[src/rtl/fifo_flow_monitor.sv]
// Occupancy tracker for a bank of FIFOs: counts push/pop strobes, applies
// programmable hysteresis thresholds and raises pause/cont/error_full/empty.

module fifo_flow_lane #(
  parameter int DEPTH = 8,
  parameter int CNT_W = 4
) (
  input  logic             clk,
  input  logic             rst,
  input  logic             push,
  input  logic             pop,
  input  logic [CNT_W-1:0] hi,
  input  logic [CNT_W-1:0] lo,
  output logic [CNT_W-1:0] count,
  output logic             pause,
  output logic             cont,
  output logic             err,
  output logic             empty
);
  localparam logic [CNT_W-1:0] DEPTH_C = CNT_W'(DEPTH);

  logic             paused;
  logic [CNT_W-1:0] n;

  // Pop of an empty FIFO is dropped; push at full only sticks when paired with a pop.
  always_comb begin
    n = count;
    if (push && !pop && count != DEPTH_C)   n = count + CNT_W'(1);
    else if (pop && !push && count != '0)   n = count - CNT_W'(1);
    else if (push && pop && count == '0)    n = CNT_W'(1);
  end

  always_ff @(posedge clk) begin
    if (rst) begin
      count  <= '0;
      paused <= 1'b0;
      pause  <= 1'b0;
      cont   <= 1'b0;
      err    <= 1'b0;
      empty  <= 1'b1;
    end else begin
      count <= n;
      empty <= (n == '0);
      pause <= 1'b0;
      cont  <= 1'b0;
      if (push && !pop && count == DEPTH_C) err <= 1'b1;
      if (!paused && n >= hi) begin
        paused <= 1'b1;
        pause  <= 1'b1;
      end else if (paused && n <= lo) begin
        paused <= 1'b0;
        cont   <= 1'b1;
      end
    end
  end
endmodule

module fifo_flow_monitor #(
  parameter int NUM_FIFOS = 4,
  parameter int DEPTH     = 8,
  parameter int CNT_W     = 4,
  parameter int DEF_HIGH  = 6,
  parameter int DEF_LOW   = 2
) (
  input  logic                       clk,
  input  logic                       rst,
  input  logic                       init,
  input  logic [CNT_W-1:0]           umbral_hi,
  input  logic [CNT_W-1:0]           umbral_lo,
  input  logic [NUM_FIFOS-1:0]       push,
  input  logic [NUM_FIFOS-1:0]       pop,
  output logic [NUM_FIFOS-1:0]       pause,
  output logic [NUM_FIFOS-1:0]       cont,
  output logic [NUM_FIFOS-1:0]       error_full,
  output logic [NUM_FIFOS-1:0]       empty,
  output logic                       all_empty,
  output logic [NUM_FIFOS*CNT_W-1:0] occupancy
);
  localparam logic [CNT_W-1:0] DEPTH_C = CNT_W'(DEPTH);

  logic [CNT_W-1:0] hi_r, lo_r;
  logic             thr_ok;

  assign thr_ok = init && (umbral_lo < umbral_hi) && (umbral_hi <= DEPTH_C);

  // Lanes compare against the registered thresholds, so a new pair takes effect one edge later.
  always_ff @(posedge clk) begin
    if (rst) begin
      hi_r <= CNT_W'(DEF_HIGH);
      lo_r <= CNT_W'(DEF_LOW);
    end else if (thr_ok) begin
      hi_r <= umbral_hi;
      lo_r <= umbral_lo;
    end
  end

  for (genvar i = 0; i < NUM_FIFOS; i++) begin : g_lane
    fifo_flow_lane #(.DEPTH(DEPTH), .CNT_W(CNT_W)) u_lane (
      .clk   (clk),
      .rst   (rst),
      .push  (push[i]),
      .pop   (pop[i]),
      .hi    (hi_r),
      .lo    (lo_r),
      .count (occupancy[i*CNT_W +: CNT_W]),
      .pause (pause[i]),
      .cont  (cont[i]),
      .err   (error_full[i]),
      .empty (empty[i])
    );
  end

  assign all_empty = &empty;
endmodule

[config.mk]
export PLATFORM = sky130hd
export DESIGN_NAME = fifo_flow_monitor
export DESIGN_NICKNAME = d
export VERILOG_FILES = /design/src/rtl/fifo_flow_monitor.sv
export SDC_FILE = /design/constraint.sdc
export NUM_CORES = 1
export LEC_CHECK = 0
export CAP_MARGIN = 20
export CORE_ASPECT_RATIO = 1.4
export CORE_MARGIN = 5
export CORE_UTILIZATION = 35
export CTS_BUF_LIST = sky130_fd_sc_hd__clkbuf_8
export DETAILED_ROUTE_END_ITERATION = 8
export SLEW_MARGIN = 20
export SYNTH_ARGS = -nofsm -noshare
export SYNTH_HDL_FRONTEND = slang
export SYNTH_SLANG_ARGS = --single-unit
export TNS_END_PERCENT = 10
[constraint.sdc]
create_clock -name clk -period 2.5 [get_ports clk]
set_clock_uncertainty 0.05 [all_clocks]
set_input_delay 0.5 -clock clk [delete_from_list [all_inputs] [get_ports clk]]
set_output_delay 0.5 -clock clk [all_outputs]
set_load 0.1 [all_outputs]
## Word level (Yosys, flattened, before mapping)

Index checks and enable logic that the tools add are counted.

- Bits in registers: 44
- Output and inout bits: 33
- Input port bits: 19

- Order comparisons: 10
- Reductions and logical operators: 71
- Add/subtract/negate cells: 8
- Eq/ne operators: 8
- Mux-type cells: 28

Operators by type and width:

| cell | number |
|---|---|
| $mux 4 | 12 |
| $logic_and 1x1->1 | 38 |
| $logic_not 4->1 | 8 |
| $add 4x1->4 const B | 4 |
| $eq 4x4->1 const B | 4 |
| $ge 4x4->1 | 4 |
| $le 4x4->1 | 4 |
| $mux 1 | 16 |
| $ne 4x4->1 const B | 4 |
| $reduce_bool 4->1 | 4 |
| $sub 4x1->4 const B | 4 |
| $logic_not 1->1 | 12 |
| $reduce_bool 2->1 | 4 |
| $reduce_or 2->1 | 4 |
| $le 4x4->1 const B | 1 |
| $lt 4x4->1 | 1 |
| $reduce_and 4->1 | 1 |

## Longest topological paths before layout

Gate-level depths: netlist (run 1).

- Word-level depth: 9
- Gate-level depth with buffers: 16
- Gate-level depth less buffers: 15

## Hierarchy

From an unflattened synthesis (run 1), not the netlist that was laid out.

- Cell total of the unflattened synthesis: 407
- Area total of the unflattened synthesis: 3,318.2 um^2

Modules (own cells, without submodules):

| module | times used | cells each | area each (um^2) |
|---|---|---|---|
| fifo_flow_lane | 4 | 90 | 719.4 |
| fifo_flow_monitor | 1 | 47 | 440.4 |

## Worst setup path after synthesis (run 1)

OpenSTA, ideal clock, no wires.

- Path type: flip-flop to flip-flop
- Start: reg g_lane[0].u_lane.count[0]
- End: reg g_lane[0].u_lane.paused
- Path slack: -1,151 ps
- Cell stages (with the launch flop): 14
- Data required time: 2,331 ps
- Period minus slack after synthesis: 3,651 ps
- Arrival time: 3,481 ps
- Cell sequence: dfxtp_1 inv_1 ha_1 and2b_1 nand3_1 o21ai_0 a222oi_1 ha_1 nand2b_1 a21o_1 a21o_1 a21oi_1 nor3_1 o21bai_1

- Longest elaborated chain between the ends: 8
- Elaborated cells on any way between the ends: 17
- Classes of those cells: 2 x add/sub; 2 x order compare; 1 x eq/ne; 4 x mux; 8 x reduce/logical

Ends and longest elaborated chain:

| element | RTL line | text |
|---|---|---|
| start: declaration | 14 | `output logic [CNT_W-1:0] count,` |
| start signal: assignment | 42 | `count <= n;` |
| branches (longest 4 deep; another with $sub 4x1->4) | n/a |  |
| $mux 4 * | 28 | `if (push && !pop && count != DEPTH_C) n = count + CNT_W'(1);` |
| $ge 4x4->1 or $le 4x4->1 (tied branches) | 47, 50 |  |
| $logic_and 1x1->1 (on tied branches) | 47, 50 |  |
| $mux 1 or $reduce_bool 2->1 (tied branches) | n/a |  |
| end signal: assignment | 36 | `paused <= 1'b0;` |
| end signal: assignment | 48 | `paused <= 1'b1;` |
| end signal: assignment | 51 | `paused <= 1'b0;` |
| end: declaration | 22 | `logic paused;` |

Every way passes the cells marked *.
A chain may end at the register's enable or synchronous reset.

## Final worst setup path (run 1)

- Start: reg g_lane[0].u_lane.count[1]
- End: reg g_lane[0].u_lane.paused

Same word-level chain as after synthesis.

==> impl_summary.txt, run 1 <==
----------------------------------------------------
[Route]
  Ratio of routed vias to standard cells ... 5.041
  Vias after detailed routing ... 3287
  Iteration count of the initial detailed-routing pass ... 4
  Post-route antenna net violation count ... 0
  DRC errors left ... 0
  Initial detailed-routing violation count ... 118
  Routed wire length per instance ... 14.27 um
  Total wire length after detailed routing ... 9303 um

[Worst hold path]
  Cell count of the worst hold path ... 1
  Type of the most critical hold path ... reg -> reg
  Hold EP ... g_lane[3].u_lane.pause
  Launch instance of the worst min-delay path ... g_lane[3].u_lane.paused

[STA]
  Final WS setup ... -0.07473 ns
  Setup total negative slack ... -0.1468 ns
  Hold Worst Slack ... 0.4047 ns
  Setup repair after global routing missed its margin ... true
  Worst-Margin Slew ... 0.4407 ns
  Number of setup violations in the final report ... 3
  Share of the cycle needed by the critical path after routing ... 103.0%
  Shortest clock period the worst path allows after layout ... 2.575 ns
  Number of slew-limit violations in the final report ... 0
  Max Freq ... 388.4 MHz
  Tightest slew margin relative to the limit ... 70.62%
  Final hold vios ... 0

[Final layout]
  Signed area change from the synthesized netlist to the final layout ... 41.74%
  Top library cells by usage in the layout, fill and taps aside ... sky130_fd_sc_hd__buf_4 (110), sky130_fd_sc_hd__nor2_1 (37), sky130_fd_sc_hd__ha_1 (37)
  Core occupancy in the finished layout ... 50.70%
  Leading cell type in the layout, fill and taps excluded ... sky130_fd_sc_hd__buf_4
  Number of antenna diodes ... 0
  Ratio of cells with drive above 1 in the final layout ... 38.65%
  Nets@finish ... 581

[Worst setup path]
  Nature of the critical path startpoint ... flip-flop
  Endpoint of the worst register-to-register path ... g_lane[0].u_lane.paused
  Cell chain of the critical path ... inv_4, ha_4, and2b_2, nand3_1, o21ai_1, a222oi_1, ha_1, nand2b_4, a21o_1, a21o_1, a21oi_2, nor3_2, o21bai_1
  Critical path endpoint category ... flip-flop
  Highest-delay cell along the critical path ... sky130_fd_sc_hd__a222oi_1
  Cell family with the largest share of critical-path delay ... compound AO/OA/AOI/OAI gates
  Length in cells of the worst reg-to-reg path ... 13
  Combined buffer and inverter count along the critical path ... 1
  Kind of critical path ... reg -> reg
  Dominant cell type by count on the critical path ... sky130_fd_sc_hd__a21o_1
  Required time of the critical path ... 2.66 ns
  Origin of the critical flop-to-flop path ... g_lane[0].u_lane.count[1]
  Reg-to-reg setup timing slack ... -0.07 ns
  Crit-path max FO ... 4
  Critical path's largest stage delay ... 0.38 ns
  Data arrival time of the critical path ... 2.73 ns

[Synthesis]
  Fraction of registers with async set or reset after synthesis ... 0%
  Sequential cell area fraction in the yosys report ... 25.89%
  Total of warnings raised by yosys ... 0
  Gate count after technology mapping ... 420
  Count of distinct cell types in the synthesized netlist ... 57
  Synthesized flop and latch total ... 44
  Netlist area before placement ... 0.003402 mm^2
  Main synth FF type ... sky130_fd_sc_hd__dfxtp_1
  Net count after synthesis ... 482
  Average footprint of a synthesized cell ... 8.100 um^2
  Number of enable-type register cells in the synthesized netlist ... 0

[Status]
  Violated checks ... setup timing
  Result of the run ... finished with violations

[CTS]
  CTS Sinks ... 44
  TritonCTS clock tree ... done
  Clock slew seen by the registers of the worst setup and hold paths ... 0.09 ns
  Clock insertion delay at the later pin of the skew report ... 0.31 ns
  Maximum level of the CTS H-tree ... 2
  Clk root buf ... sky130_fd_sc_hd__clkbuf_8
  Number of CTS-inserted buffers ... 5
  Deepest clock path buffer count ... 2

[GRT]
  Combined global-route utilization of all metal layers ... 15.49%
  Number of global-route vias before repair ... 3285
  Congestion Overflow GR ... 0
  Initial antenna violation count ... 0
  Pin count of the biggest net entering global routing ... 41
  Wire length of the first global-routing pass ... 15110 um

[Power and ir drop]
  Worst VDD drop ... 0.0003511 V
  PD cells ... 883.8 mW/mm^2
  Total leakage power ... 0.002248 uW

[Place]
  Final HPWL DP ... 7050 um
  Port bufs ... 51
  Worst setup slack after placement ... -0.5590 ns
  Final weighted congestion of routability-driven global placement ... 0.8828

[Floorplan]
  Row cnt ... 42
  Total core area ... 0.009512 mm^2
  Die Span X ... 93.33 um
  Initial core utilization ... 35.77%
  Die footprint ... 0.01182 mm^2
  Top-level I/O count ... 52
  Die Height ... 126.7 um

[Run]
  Count of max-cap constraint violations ... 0

----------------------------------------------------
## sequential cells by signal, indices dropped and copies added, names as in the netlist
| name | flops |
|---|---|
| hi_r | 4 |
| g_lane.u_lane.pause | 4 |
| lo_r | 4 |
| g_lane.u_lane.count | 16 |
| g_lane.u_lane.cont | 4 |
| g_lane.u_lane.empty | 4 |
| g_lane.u_lane.err | 4 |
| g_lane.u_lane.paused | 4 |
## layer usage
layer  up-vias  routed length [um]  global-route usage, %
li1       1694                   -                      -
met1      1510                3699                  16.67
met2        68                5112                  30.03
met3        15                 275                  1.718
met4         0                 215                  6.040
met5         -                   0                      0
## how the worst max path moves through the flow
stage | depth (start not counted) | from | to | slack, ns
2_1_floorplan | 13 | g_lane[0].u_lane.count[0] | g_lane[0].u_lane.paused | -0.35
3_3_place_gp | 11 | pop[0] | g_lane[0].u_lane.paused | -0.53
3_5_place_dp | 11 | pop[0] | g_lane[0].u_lane.paused | -0.56
4_1_cts | 13 | g_lane[0].u_lane.count[1] | g_lane[0].u_lane.paused | -0.06
5_1_grt | 13 | g_lane[0].u_lane.count[1] | g_lane[0].u_lane.paused | -0.19
6_report | 13 | g_lane[0].u_lane.count[1] | g_lane[0].u_lane.paused | -0.07
## cells by family after synthesis
group	synth area share, %
AO/OA/AOI/OAI	23.46
XOR/XNOR	0.2575
adder cells (fa/ha/maj)	15.81
buffers and inverters	9.967
flip-flops	25.89
multiplexers	3.678
AND/OR/NAND/NOR	20.93
## cells in the mapped netlist (all sizes together), types with 3 or more instances
cell,n,area (um^2)
a211o,4,35.03
a211oi,3,22.52
a21o,13,97.59
a21oi,27,138.9
a31o,3,26.28
a31oi,3,18.77
a41o,5,50.05
a41oi,3,26.28
buf,26,187.7
clkbuf,12,46.29
dfxtp,44,880.8
ha,43,538.0
inv,28,105.1
mux2,4,45.04
mux2i,8,80.08
nand2,25,93.84
nand2b,22,137.6
nand3,8,40.04
nor2,39,146.4
nor2b,18,112.6
nor3,13,70.07
o211ai,3,22.52
o21ai,18,90.09
o21bai,4,30.03
o221ai,5,50.04
o22ai,8,50.05
## power breakdown
group	leakage, uW	internal (uW)	switching [uW]
Sequential	0.000369	829	104
Combinational	0.00182	1170	1590
Clock	0.0000548	301	269
## what timing repair did
item                                    in CTS  in global routing
pin swaps                                   17                 14
buffers inserted                             4                  3
endpoints found under the hold margin        0                  0
hold buffers                                 0                  0
cloned                                       0                  0
endpoints found under the setup margin      12                 12
gates resized for setup                     44                 30
## through the flow
stage | std cells | total power (uW) | instance area, um^2
CTS | 649 | 4138 | 4681
global route | 652 | 4556 | 4822
floorplan | 420 | 2728 | 3516
detailed placement | 637 | 3427 | 4405
global placement | 637 | 3388 | 4405
finish | 652 | 4262 | 4822
## area by class of cell
cell class                      count  area (um^2)
Clock buffer                        5        68.82
Tap cell                          132        165.2
Clock inverter                      3        46.29
Sequential cell                    44        922.1
Fill cell                         948         4690
Timing Repair Buffer              130         1020
Multi-Input combinational cell    310         2480
Inverter                           28        120.1
Note: power is estimated with default switching activity, not from simulation.
==> run 2, diff against run 1 <==
- CAP_MARGIN: 20 -> 10
==> results of run 2 <==
Same layout as run 1: the final DEF is identical, and so are final timing and power.
